### src/rtl/aud_i2s_rx_pkg.sv
// Shared audio definitions for the I2S capture and playback paths.
// Holds the slot/frame geometry, the receiver FSM state encoding and the
// wclk polarity. The playback serializer uses the same polarity, so both
// directions agree on which slot is right.
package aud_i2s_rx_pkg;

    localparam int   SLOT_BITS   = 16;
    localparam int   FRAME_BCLKS = 32;
    localparam logic WCLK_RIGHT  = 1'b1;

    typedef enum logic [1:0] {
        ST_SYNC  = 2'd0,
        ST_RIGHT = 2'd1,
        ST_LEFT  = 2'd2
    } aud_rx_state_e;

endpackage

### src/rtl/aud_edge_det.sv
// Rising-edge detector for a slow clock-like signal sampled in a faster
// clock domain (BCLK sampled by gClk). The signal is treated as data.
//   clk_i   : sampling clock
//   rst_n_i : asynchronous active-low reset
//   sig_i   : signal to watch
//   rise_o  : high for one clk_i cycle when the registered signal goes 0->1
module aud_edge_det (
    input  logic clk_i,
    input  logic rst_n_i,
    input  logic sig_i,
    output logic rise_o
);

    logic sig_q;
    logic prev_q;

    always_ff @(posedge clk_i or negedge rst_n_i) begin
        if (!rst_n_i) begin
            sig_q  <= 1'b0;
            prev_q <= 1'b0;
        end else begin
            sig_q  <= sig_i;
            prev_q <= sig_q;
        end
    end

    assign rise_o = sig_q & ~prev_q;

endmodule

### src/rtl/aud_i2s_rx.sv
// I2S capture receiver for the codec ADC path. Deserializes sdin against the
// bclk/wclk pair (32 BCLK per frame, 16-bit MSB-first slots, right slot first,
// no one-bit delay) and presents each completed frame as a right/left pair
// with a one-gClk valid strobe. Framing errors drop back to SYNC and are
// counted in a saturating counter.
//   gClk, reset_n      : clock and asynchronous active-low reset
//   bclk, wclk, sdin   : serial interface, all sampled as data in gClk
//   enable             : low holds the receiver in SYNC
//   err_clr            : pulse clearing frame_err and err_count
//   left, right, valid : last complete frame and its update strobe
//   locked             : a good frame has been seen since the last sync
//   frame_err          : sticky framing-error flag
//   err_count          : saturating framing-error count
//
// state    | meaning
// ---------+-----------------------------------------------------------
// ST_SYNC  | waiting for a wclk 0->1 transition to start a right slot
// ST_RIGHT | shifting in the right slot (wclk high)
// ST_LEFT  | shifting in the left slot (wclk low)
module aud_i2s_rx #(
    parameter int SLOT_BITS = aud_i2s_rx_pkg::SLOT_BITS,
    parameter int ERR_CNT_W = 8
) (
    input  logic                 gClk,
    input  logic                 reset_n,
    input  logic                 bclk,
    input  logic                 wclk,
    input  logic                 sdin,
    input  logic                 enable,
    input  logic                 err_clr,
    output logic [SLOT_BITS-1:0] left,
    output logic [SLOT_BITS-1:0] right,
    output logic                 valid,
    output logic                 locked,
    output logic                 frame_err,
    output logic [ERR_CNT_W-1:0] err_count
);

    import aud_i2s_rx_pkg::*;

    localparam int                CNT_W    = $clog2(SLOT_BITS + 1);
    localparam logic [CNT_W-1:0]  CNT_FULL = CNT_W'(SLOT_BITS);
    localparam logic [CNT_W-1:0]  CNT_ONE  = CNT_W'(1);

    aud_rx_state_e          state_q, state_d;
    logic [CNT_W-1:0]       bitcnt_q, bitcnt_d;
    logic [SLOT_BITS-1:0]   shift_q, shift_d;
    logic [SLOT_BITS-1:0]   hold_q, hold_d;
    logic [SLOT_BITS-1:0]   left_q, left_d;
    logic [SLOT_BITS-1:0]   right_q, right_d;
    logic                   valid_q, valid_d;
    logic                   locked_q, locked_d;
    logic                   wclk_last_q, wclk_last_d;
    logic                   frame_err_q;
    logic [ERR_CNT_W-1:0]   err_cnt_q;

    logic                   bclk_rise;
    logic                   wclk_chg;
    logic                   slot_full;
    logic                   err_evt;
    logic [SLOT_BITS-1:0]   shift_in;

    aud_edge_det u_bclk_det (
        .clk_i   (gClk),
        .rst_n_i (reset_n),
        .sig_i   (bclk),
        .rise_o  (bclk_rise)
    );

    assign wclk_chg  = (wclk != wclk_last_q);
    assign slot_full = (bitcnt_q == CNT_FULL);
    assign shift_in  = {shift_q[SLOT_BITS-2:0], sdin};

    // State register plus the datapath registers that move with it.
    always_ff @(posedge gClk or negedge reset_n) begin
        if (!reset_n) begin
            state_q     <= ST_SYNC;
            bitcnt_q    <= '0;
            shift_q     <= '0;
            hold_q      <= '0;
            left_q      <= '0;
            right_q     <= '0;
            valid_q     <= 1'b0;
            locked_q    <= 1'b0;
            // Starting at 1 means the first rise can never look like 0->1.
            wclk_last_q <= 1'b1;
        end else begin
            state_q     <= state_d;
            bitcnt_q    <= bitcnt_d;
            shift_q     <= shift_d;
            hold_q      <= hold_d;
            left_q      <= left_d;
            right_q     <= right_d;
            valid_q     <= valid_d;
            locked_q    <= locked_d;
            wclk_last_q <= wclk_last_d;
        end
    end

    // Next state. A slot boundary is only legal with a full slot, and a full
    // slot must be followed by a boundary; anything else is a framing error.
    always_comb begin
        state_d = state_q;
        err_evt = 1'b0;
        if (!enable) begin
            state_d = ST_SYNC;
        end else if (bclk_rise) begin
            unique case (state_q)
                ST_SYNC: begin
                    if (wclk == WCLK_RIGHT && wclk_last_q != WCLK_RIGHT) begin
                        state_d = ST_RIGHT;
                    end
                end
                ST_RIGHT: begin
                    if (wclk_chg && slot_full) begin
                        state_d = ST_LEFT;
                    end else if (wclk_chg || slot_full) begin
                        state_d = ST_SYNC;
                        err_evt = 1'b1;
                    end
                end
                ST_LEFT: begin
                    if (wclk_chg && slot_full) begin
                        state_d = ST_RIGHT;
                    end else if (wclk_chg || slot_full) begin
                        state_d = ST_SYNC;
                        err_evt = 1'b1;
                    end
                end
                default: begin
                    state_d = ST_SYNC;
                end
            endcase
        end
    end

    // Datapath and outputs.
    always_comb begin
        bitcnt_d    = bitcnt_q;
        shift_d     = shift_q;
        hold_d      = hold_q;
        left_d      = left_q;
        right_d     = right_q;
        valid_d     = 1'b0;
        locked_d    = locked_q;
        wclk_last_d = bclk_rise ? wclk : wclk_last_q;
        if (!enable) begin
            bitcnt_d = '0;
            locked_d = 1'b0;
        end else if (bclk_rise) begin
            if (err_evt) begin
                bitcnt_d = '0;
                locked_d = 1'b0;
            end else if (state_q == ST_SYNC) begin
                if (state_d == ST_RIGHT) begin
                    shift_d  = shift_in;
                    bitcnt_d = CNT_ONE;
                end
            end else begin
                shift_d = shift_in;
                if (state_d == state_q) begin
                    bitcnt_d = bitcnt_q + CNT_ONE;
                end else begin
                    // The boundary bit is already the first bit of the new slot.
                    bitcnt_d = CNT_ONE;
                    if (state_q == ST_RIGHT) begin
                        hold_d = shift_q;
                    end else begin
                        left_d   = shift_q;
                        right_d  = hold_q;
                        valid_d  = 1'b1;
                        locked_d = 1'b1;
                    end
                end
            end
        end
    end

    // Error flag and saturating counter. A new error beats a coincident clear.
    always_ff @(posedge gClk or negedge reset_n) begin
        if (!reset_n) begin
            frame_err_q <= 1'b0;
            err_cnt_q   <= '0;
        end else if (err_evt) begin
            frame_err_q <= 1'b1;
            if (err_clr) begin
                err_cnt_q <= ERR_CNT_W'(1);
            end else if (~&err_cnt_q) begin
                err_cnt_q <= err_cnt_q + ERR_CNT_W'(1);
            end
        end else if (err_clr) begin
            frame_err_q <= 1'b0;
            err_cnt_q   <= '0;
        end
    end

    assign left      = left_q;
    assign right     = right_q;
    assign valid     = valid_q;
    assign locked    = locked_q;
    assign frame_err = frame_err_q;
    assign err_count = err_cnt_q;

endmodule

### config.mk
export PLATFORM = sky130hd
export DESIGN_NAME = aud_i2s_rx
export DESIGN_NICKNAME = d
export VERILOG_FILES = /design/src/rtl/aud_i2s_rx_pkg.sv /design/src/rtl/aud_edge_det.sv /design/src/rtl/aud_i2s_rx.sv
export SDC_FILE = /design/constraint.sdc
export NUM_CORES = 1
export LEC_CHECK = 0
export ABC_AREA = 1
export CELL_PAD_IN_SITES_DETAIL_PLACEMENT = 2
export CELL_PAD_IN_SITES_GLOBAL_PLACEMENT = 2
export CORE_MARGIN = 5
export CORE_UTILIZATION = 30
export CTS_CLUSTER_SIZE = 16
export DETAILED_ROUTE_END_ITERATION = 12
export PLACE_DENSITY_LB_ADDON = 0.1
export SYNTH_ARGS = -nofsm -noshare
export SYNTH_HDL_FRONTEND = slang
export SYNTH_SLANG_ARGS = --single-unit
### constraint.sdc
create_clock -name gClk -period 2.05 [get_ports gClk]
set_input_delay 0.41 -clock gClk [delete_from_list [all_inputs] [get_ports gClk]]
set_output_delay 0.41 -clock gClk [all_outputs]
set_load 0.02 [all_outputs]
[Yosys cells after proc, flatten, opt, wreduce, memory -nomap -nowiden]
Cells that the tools add are included.
Storage, ports and cells
  word-level logic and storage cells: 86
  output and inout port bits: 43
  bits of input ports: 7
  register bits after elaboration: 85
Cells by class
  reductions and logical operators: 13
  $add $sub $neg: 2
  equality and inequality tests: 13
  muxes and demuxes: 38
  bitwise logic cells: 7
Operators by type and width (number)
  16-bit 2-to-1 mux: 2
  8-bit 2-to-1 mux: 4
  5-bit 2-to-1 mux: 6
  1-bit 2-to-1 mux: 19
  2-bit 2-to-1 mux: 6
  6-bit AND reduction: 2
  3-bit != test, second input constant: 3
  8-bit by 1-bit adder with 8-bit output, second input constant: 1
  4-bit AND reduction: 2
  8-bit AND reduction: 1
  1-bit NOT: 6
  2-bit case mux with 3 select lines: 1
  5-bit by 1-bit adder with 5-bit output, second input constant: 1
  5-bit equality test, second input constant: 1
  2-bit by 1-bit equality test with 1-bit output, second input constant: 2
  2-bit by 1-bit != test with 1-bit output, second input constant: 2
  4-bit by 3-bit != test with 1-bit output, second input constant: 1
  2-bit AND reduction: 2
  2-bit equality test: 1
  2-bit equality test, second input constant: 1
  1-bit logical AND: 2
  2-bit logical NOT: 1
  2-bit != test, second input constant: 1
  2-bit nonzero test: 1
  4 further kinds: 4

[Longest topological paths before layout]
Gate-level depths: netlist of run 1.
  depth in word-level cells: 13
  depth in mapped cells: 19
  gate-level depth less buffers: 19

[Hierarchy]
From an unflattened synthesis of run 1, not the netlist that was laid out.
Unflattened totals
  cell total of the unflattened synthesis: 441
  area total of the unflattened synthesis: 3812.4 sq um
By module, submodules not included
  aud_i2s_rx: times used 1, sequential area each 2078.2 sq um, area an instance 3752.3 sq um, cells each 437
  aud_edge_det: times used 1, sequential area each 50.0 sq um, area an instance 60.1 sq um, cells each 4

[Least setup slack after synthesis of run 1]
Ideal clock, no wire load.
  path kind: flip-flop to flip-flop
  from: reg wclk_last_q
  to: reg left_q[0] (netlist: left[0])
  stages on the path, launching flop included: 19
  data required time: 1.933 ns
  buffers on the path: 2
  setup slack: -0.108 ns
  arrival time: 2.041 ns
  clock period less this slack: 2.158 ns
  library setup time: 0.117 ns
  cells stage by stage: dfstp_2 inv_1 ha_1 inv_1 ha_1 inv_1 nand2_1 nand2_1 nand2_1 nand2_1 nand2_1 nand2_1 nand2_1 nand2_1 nand2_2 buf_6 buf_2 nand4_1 nand2_1
Between the ends
  word-level cells in the longest chain between the ends: 10
  elaborated cells between the ends (all ways): 21
  classes of those cells: eq/ne (2); mux (12); bitwise (3); reduce/logical (4)
Ends and longest elaborated chain
  start, declared: line aud_i2s_rx.sv:53  | logic wclk_last_q, wclk_last_d;
  start signal, assigned: line aud_i2s_rx.sv:96  | wclk_last_q <= wclk_last_d;
  1-bit != test: line aud_i2s_rx.sv:70  | assign wclk_chg = (wclk != wclk_last_q);
  1-bit logical OR: line aud_i2s_rx.sv:117, aud_i2s_rx.sv:125
  2-bit 2-to-1 mux: line aud_i2s_rx.sv:117, aud_i2s_rx.sv:125
  2-bit 2-to-1 mux, on equally long branches: line aud_i2s_rx.sv:123, aud_i2s_rx.sv:115
  2-bit case mux with 3 select lines (*): line aud_i2s_rx.sv:108  | unique case (state_q)
  2-bit 2-to-1 mux (*): line aud_i2s_rx.sv:107  | end else if (bclk_rise) begin
  2-bit 2-to-1 mux (*): line aud_i2s_rx.sv:105  | if (!enable) begin
  via state_d[1]: line aud_i2s_rx.sv:45  | aud_rx_state_e state_q, state_d;
  2-bit equality test (*): line aud_i2s_rx.sv:161  | if (state_d == state_q) begin
  1-bit NOT (no line) (*)
  6-bit AND reduction (no line) (*)
  end signal, assigned: line aud_i2s_rx.sv:92  | left_q <= left_d;
  end, declared: line aud_i2s_rx.sv:49  | logic [SLOT_BITS-1:0] left_q, left_d;
The timed path passes the listed nets; every way through them passes the cells marked *.
A chain may end at the register's enable or synchronous reset.

[Worst setup path after layout of run 1]
  from: reg wclk_last_q
  to: reg shift_q[12]
Between the ends
  word-level cells in the longest chain between the ends: 10
  elaborated cells between the ends (all ways): 21
  classes of those cells: eq/ne (3); mux (12); bitwise (2); reduce/logical (4)
Ends and longest elaborated chain
  1-bit != test: line aud_i2s_rx.sv:70
  1-bit logical OR: line aud_i2s_rx.sv:117, aud_i2s_rx.sv:125
  2-bit 2-to-1 mux: line aud_i2s_rx.sv:117, aud_i2s_rx.sv:125
  2-bit 2-to-1 mux, on equally long branches: line aud_i2s_rx.sv:123, aud_i2s_rx.sv:115
  2-bit case mux with 3 select lines (*): line aud_i2s_rx.sv:108
  2-bit 2-to-1 mux (*): line aud_i2s_rx.sv:107
  2-bit 2-to-1 mux (*): line aud_i2s_rx.sv:105
  via state_d[0]: line aud_i2s_rx.sv:45
  2-bit by 1-bit equality test with 1-bit output (*): line aud_i2s_rx.sv:155  | if (state_d == ST_RIGHT) begin
  2-bit by 1-bit != test with 1-bit output (no line) (*)
  4-bit AND reduction (no line) (*)
  end signal, assigned: line aud_i2s_rx.sv:90  | shift_q <= shift_d;
  end, declared: line aud_i2s_rx.sv:47  | logic [SLOT_BITS-1:0] shift_q, shift_d;
Marked as above.

==> results of run 1 <==
==> power by group through the flow <==
stage | clock [mW] | sequential (mW) | combinational [mW]
after floorplan | 0 | 1.74 | 0.111
after CTS | 1.90 | 1.71 | 0.262
after global placement | 0 | 1.74 | 0.223
after detailed placement | 0 | 1.74 | 0.231
after global routing | 1.98 | 1.71 | 0.321
final | 1.88 | 1.71 | 0.290
==> kinds of logic (layout without fill, tap and decap cells) <==
group	count (synthesis)	after routing	share of synthesized area, %
compound gates	49	49	6.75
xor+xnor	4	4	0.922
fa+ha+maj	10	10	3.29
buf+inv	64	172	6.88
flops	85	85	56.0
simple gates	230	230	26.2
==> sequential cells by signal, indices dropped and copies added (netlist names), 2 cells and up <==
name       flops
state_q        2
bitcnt_q       5
shift_q       16
left          16
hold_q        16
right         16
err_count      8
==> metrics by stage <==
| stage | instance area [um^2] | total power, mW | instances | utilization (%) |
|---|---|---|---|---|
| floorplan | 3890 | 1.85 | 442 | - |
| global placement | 4790 | 1.96 | 681 | 38.2 |
| detailed placement | 4790 | 1.97 | 681 | 38.2 |
| CTS | 5390 | 3.88 | 710 | 43.0 |
| global route | 5830 | 4.02 | 722 | 46.6 |
| finish | 5830 | 3.88 | 722 | 46.6 |
==> path summary, 6_finish.rpt <==
path                       slack (ps)                 to        startpoint  cells past startpoint
max in group asynchronous         950         shift_q[5]           reset_n                      3
setup reg to reg                 -460        shift_q[12]       wclk_last_q                     18
min in group asynchronous         540       err_count[5]           reset_n                      2
hold / removal                    370  u_bclk_det.prev_q  u_bclk_det.sig_q                      0
hold reg to reg                   370  u_bclk_det.prev_q  u_bclk_det.sig_q                      0
setup / recovery                 -460        shift_q[12]       wclk_last_q                     18
==> area by class of cell <==
| type | instances | area, um^2 | share of cell area, % |
|---|---|---|---|
| Timing Repair Buffer | 111 | 1190 | 20.3 |
| Multi-Input combinational cell | 293 | 1800 | 30.9 |
| Inverter | 45 | 171 | 2.94 |
| Clock inverter | 6 | 91.3 | 1.57 |
| Clock buffer | 10 | 239 | 4.10 |
| Sequential cell | 85 | 2130 | 36.5 |
| Tap cell | 172 | 215 | 3.69 |
==> routing by layer <==
metal,vias up,part of all wire (%)
li1,1633,-
met1,1796,45
met2,52,51
met3,12,2.5
met4,0,1.6
met5,-,0
==> worst max-delay path, stage by stage, from the launching register on <==
cell     delay, ps
dfstp_2        530
inv_2           50
ha_4           270
inv_2           30
ha_2           170
inv_2           80
nand2_1         50
nand2_1         50
nand2_1         50
nand2_1         80
nand2_2         80
nand2_2        110
buf_4          120
nand2_1         80
nand2_2        120
nand3_4        180
buf_12         200
nand2_1         70
o21ai_1         80
==> cells in the mapped netlist (all sizes together) <==
cell / instances / area share (%)
buf: 11 / 1.6
nand4: 33 / 5.4
nand3: 12 / 1.8
o21a: 2 / 0.39
nor3: 2 / 0.39
nor4: 1 / 0.16
nand2: 162 / 16
nor2: 20 / 2.2
xor2: 3 / 0.69
a21oi: 4 / 0.53
dfstp: 1 / 0.69
dfrtp: 84 / 55
clkbuf: 8 / 0.86
xnor2: 1 / 0.23
inv: 45 / 4.4
o211ai: 1 / 0.20
o21ai: 40 / 5.3
o22ai: 1 / 0.16
o31ai: 1 / 0.20
ha: 10 / 3.3
==> cells in the final DEF (no fill, tap or decap), types with 2 or more instances in the layout <==
master / synthesis / final
nand2_1: 160 / 105
dfrtp_1: 84 / 84
clkdlybuf4s50_1: 0 / 48
buf_4: 0 / 43
nand2_2: 2 / 37
inv_1: 43 / 35
nand4_1: 33 / 33
o21ai_1: 3 / 20
nand2_4: 0 / 19
nor2_1: 18 / 15
clkbuf_16: 0 / 14
o21ai_0: 37 / 12
inv_2: 2 / 9
nand3_1: 10 / 9
o21ai_2: 0 / 8
buf_12: 0 / 7
ha_1: 10 / 6
buf_6: 1 / 4
nor2_2: 1 / 3
xor2_1: 3 / 3
ha_4: 0 / 3
inv_6: 0 / 3
nor3_4: 0 / 2
nor2_4: 1 / 2
nand3_4: 0 / 2
a21oi_2: 0 / 2
a21oi_1: 4 / 2
o21a_1: 2 / 2
bufinv_16: 0 / 2
buf_8: 0 / 2
==> repair_timing <==
item / 4_1_cts / 5_1_grt
resized for setup: 41 / 103
setup endpoints to repair: 79 / 80
hold buffers: 1 / 0
cloned: 4 / 7
pin swaps: 4 / 10
setup buffers: 10 / 8
endpoints found under the hold margin: 3 / 0
==> metrics.cfg, run 1 <==
[run_status]
outcome = complete, but fails checks
failed_checks = setup timing

[global_route]
gr-usage-met2_pct = 28.9
gr-usage-all-layers_pct = 17.2
grt-busiest-layer = met2
grt_pass1_wl_um = 19900
grt_overflow_total = 0
grt_pass1_vias = 3831
use_met1_pct = 21.9
use_met3_pct = 2.58
antenna_found_initial = 0
grt_max_degree = 35

[timing]
worst_slack_ps = -465
setup_tns_ps = -27830
holdWs_ps = 372
period_needed_ps = 2510
hold_viol_final = 0
rsz0062_at_grt = true
min_period_over_period_pct = 123
clock.fmax_mhz = 398
slew-limit-headroom_pct = 69.2
setup_viol = 74
fin_worst_skew_ps = 8.19
tightest_slew_ps = 458
timing.final.max_slew_violations = 0

[die]
die_area_um2 = 15000
ios = 50
start_util_pct = 30.4
die_w_um = 123
core_area_um2 = 12500
die_y_um = 123
rows = 41

[power]
p_leak_nw = 2.73
pwr_density_cell_nw_per_um2 = 665
p_int_mw = 2.92
ir_worst_vdd_mv = 0.303
power_frac_seq_pct = 44.1
p_sw_mw = 0.963
clockPowerShare_pct = 48.4
swShare_pct = 24.8
combPwrFrac_pct = 7.5

[clock_tree]
cts.clk_slew.worst_paths_ps = 70
clkSinkCount = 85
cts.path.max_buffers = 2
cts_tree = built
htree_levels = 3
cts_made_buffers = 9
clk_latency_ps = 360
cts.root.buffer_cell = clkbuf_16

[drt]
route.vias.total = 3493
dr.pass1.iters = 4
drt-initial-drc-count = 117
via_per_inst = 4.84
wire_per_inst_um = 18.8
ant_nets = 0
wl_um = 13600
drc_errors = 0

[cells_and_area]
drive_gt1_share_pct = 31.1
area_growth_pct = 53.4
finalNetCount = 562
nFillCells = 1344
diodes = 0

[placement]
dp_hpwl_um = 7880
portBuffers = 49
routabilityCongestion = 0.790
place_ws_ps = -637

[setup_path]
worstPathRequired_ps = 2290
cp.arrival_ps = 2750
crit_type = reg -> reg
path_max_fanout = 9
critPathCaptureType = flip-flop
start_kind = flip-flop

[yosys]
synthDistinctLibCells = 30
syn_inst = 442
ys_seq_elements = 85
syn_area_um2 = 3800
ys_seq_area_share_pct = 56.0
avgSynthCellArea_um2 = 8.60
syn-num-nets = 459
synth_warnings = 0

[worst_hold_path]
worstHoldPathType = reg -> reg

[job]
max-cap-violations = 0

(Power assumes the default switching activity.)
==> inputs of run 2 (changes only) <==
--- a/config.mk
+++ b/config.mk
@@ -13,6 +13,7 @@
 export CTS_CLUSTER_SIZE = 16
 export DETAILED_ROUTE_END_ITERATION = 12
 export PLACE_DENSITY_LB_ADDON = 0.1
+export SLEW_MARGIN = 25
 export SYNTH_ARGS = -nofsm -noshare
 export SYNTH_HDL_FRONTEND = slang
 export SYNTH_SLANG_ARGS = --single-unit
==> results of run 2 <==
No change in the layout: final DEF, timing and power equal those of run 1.
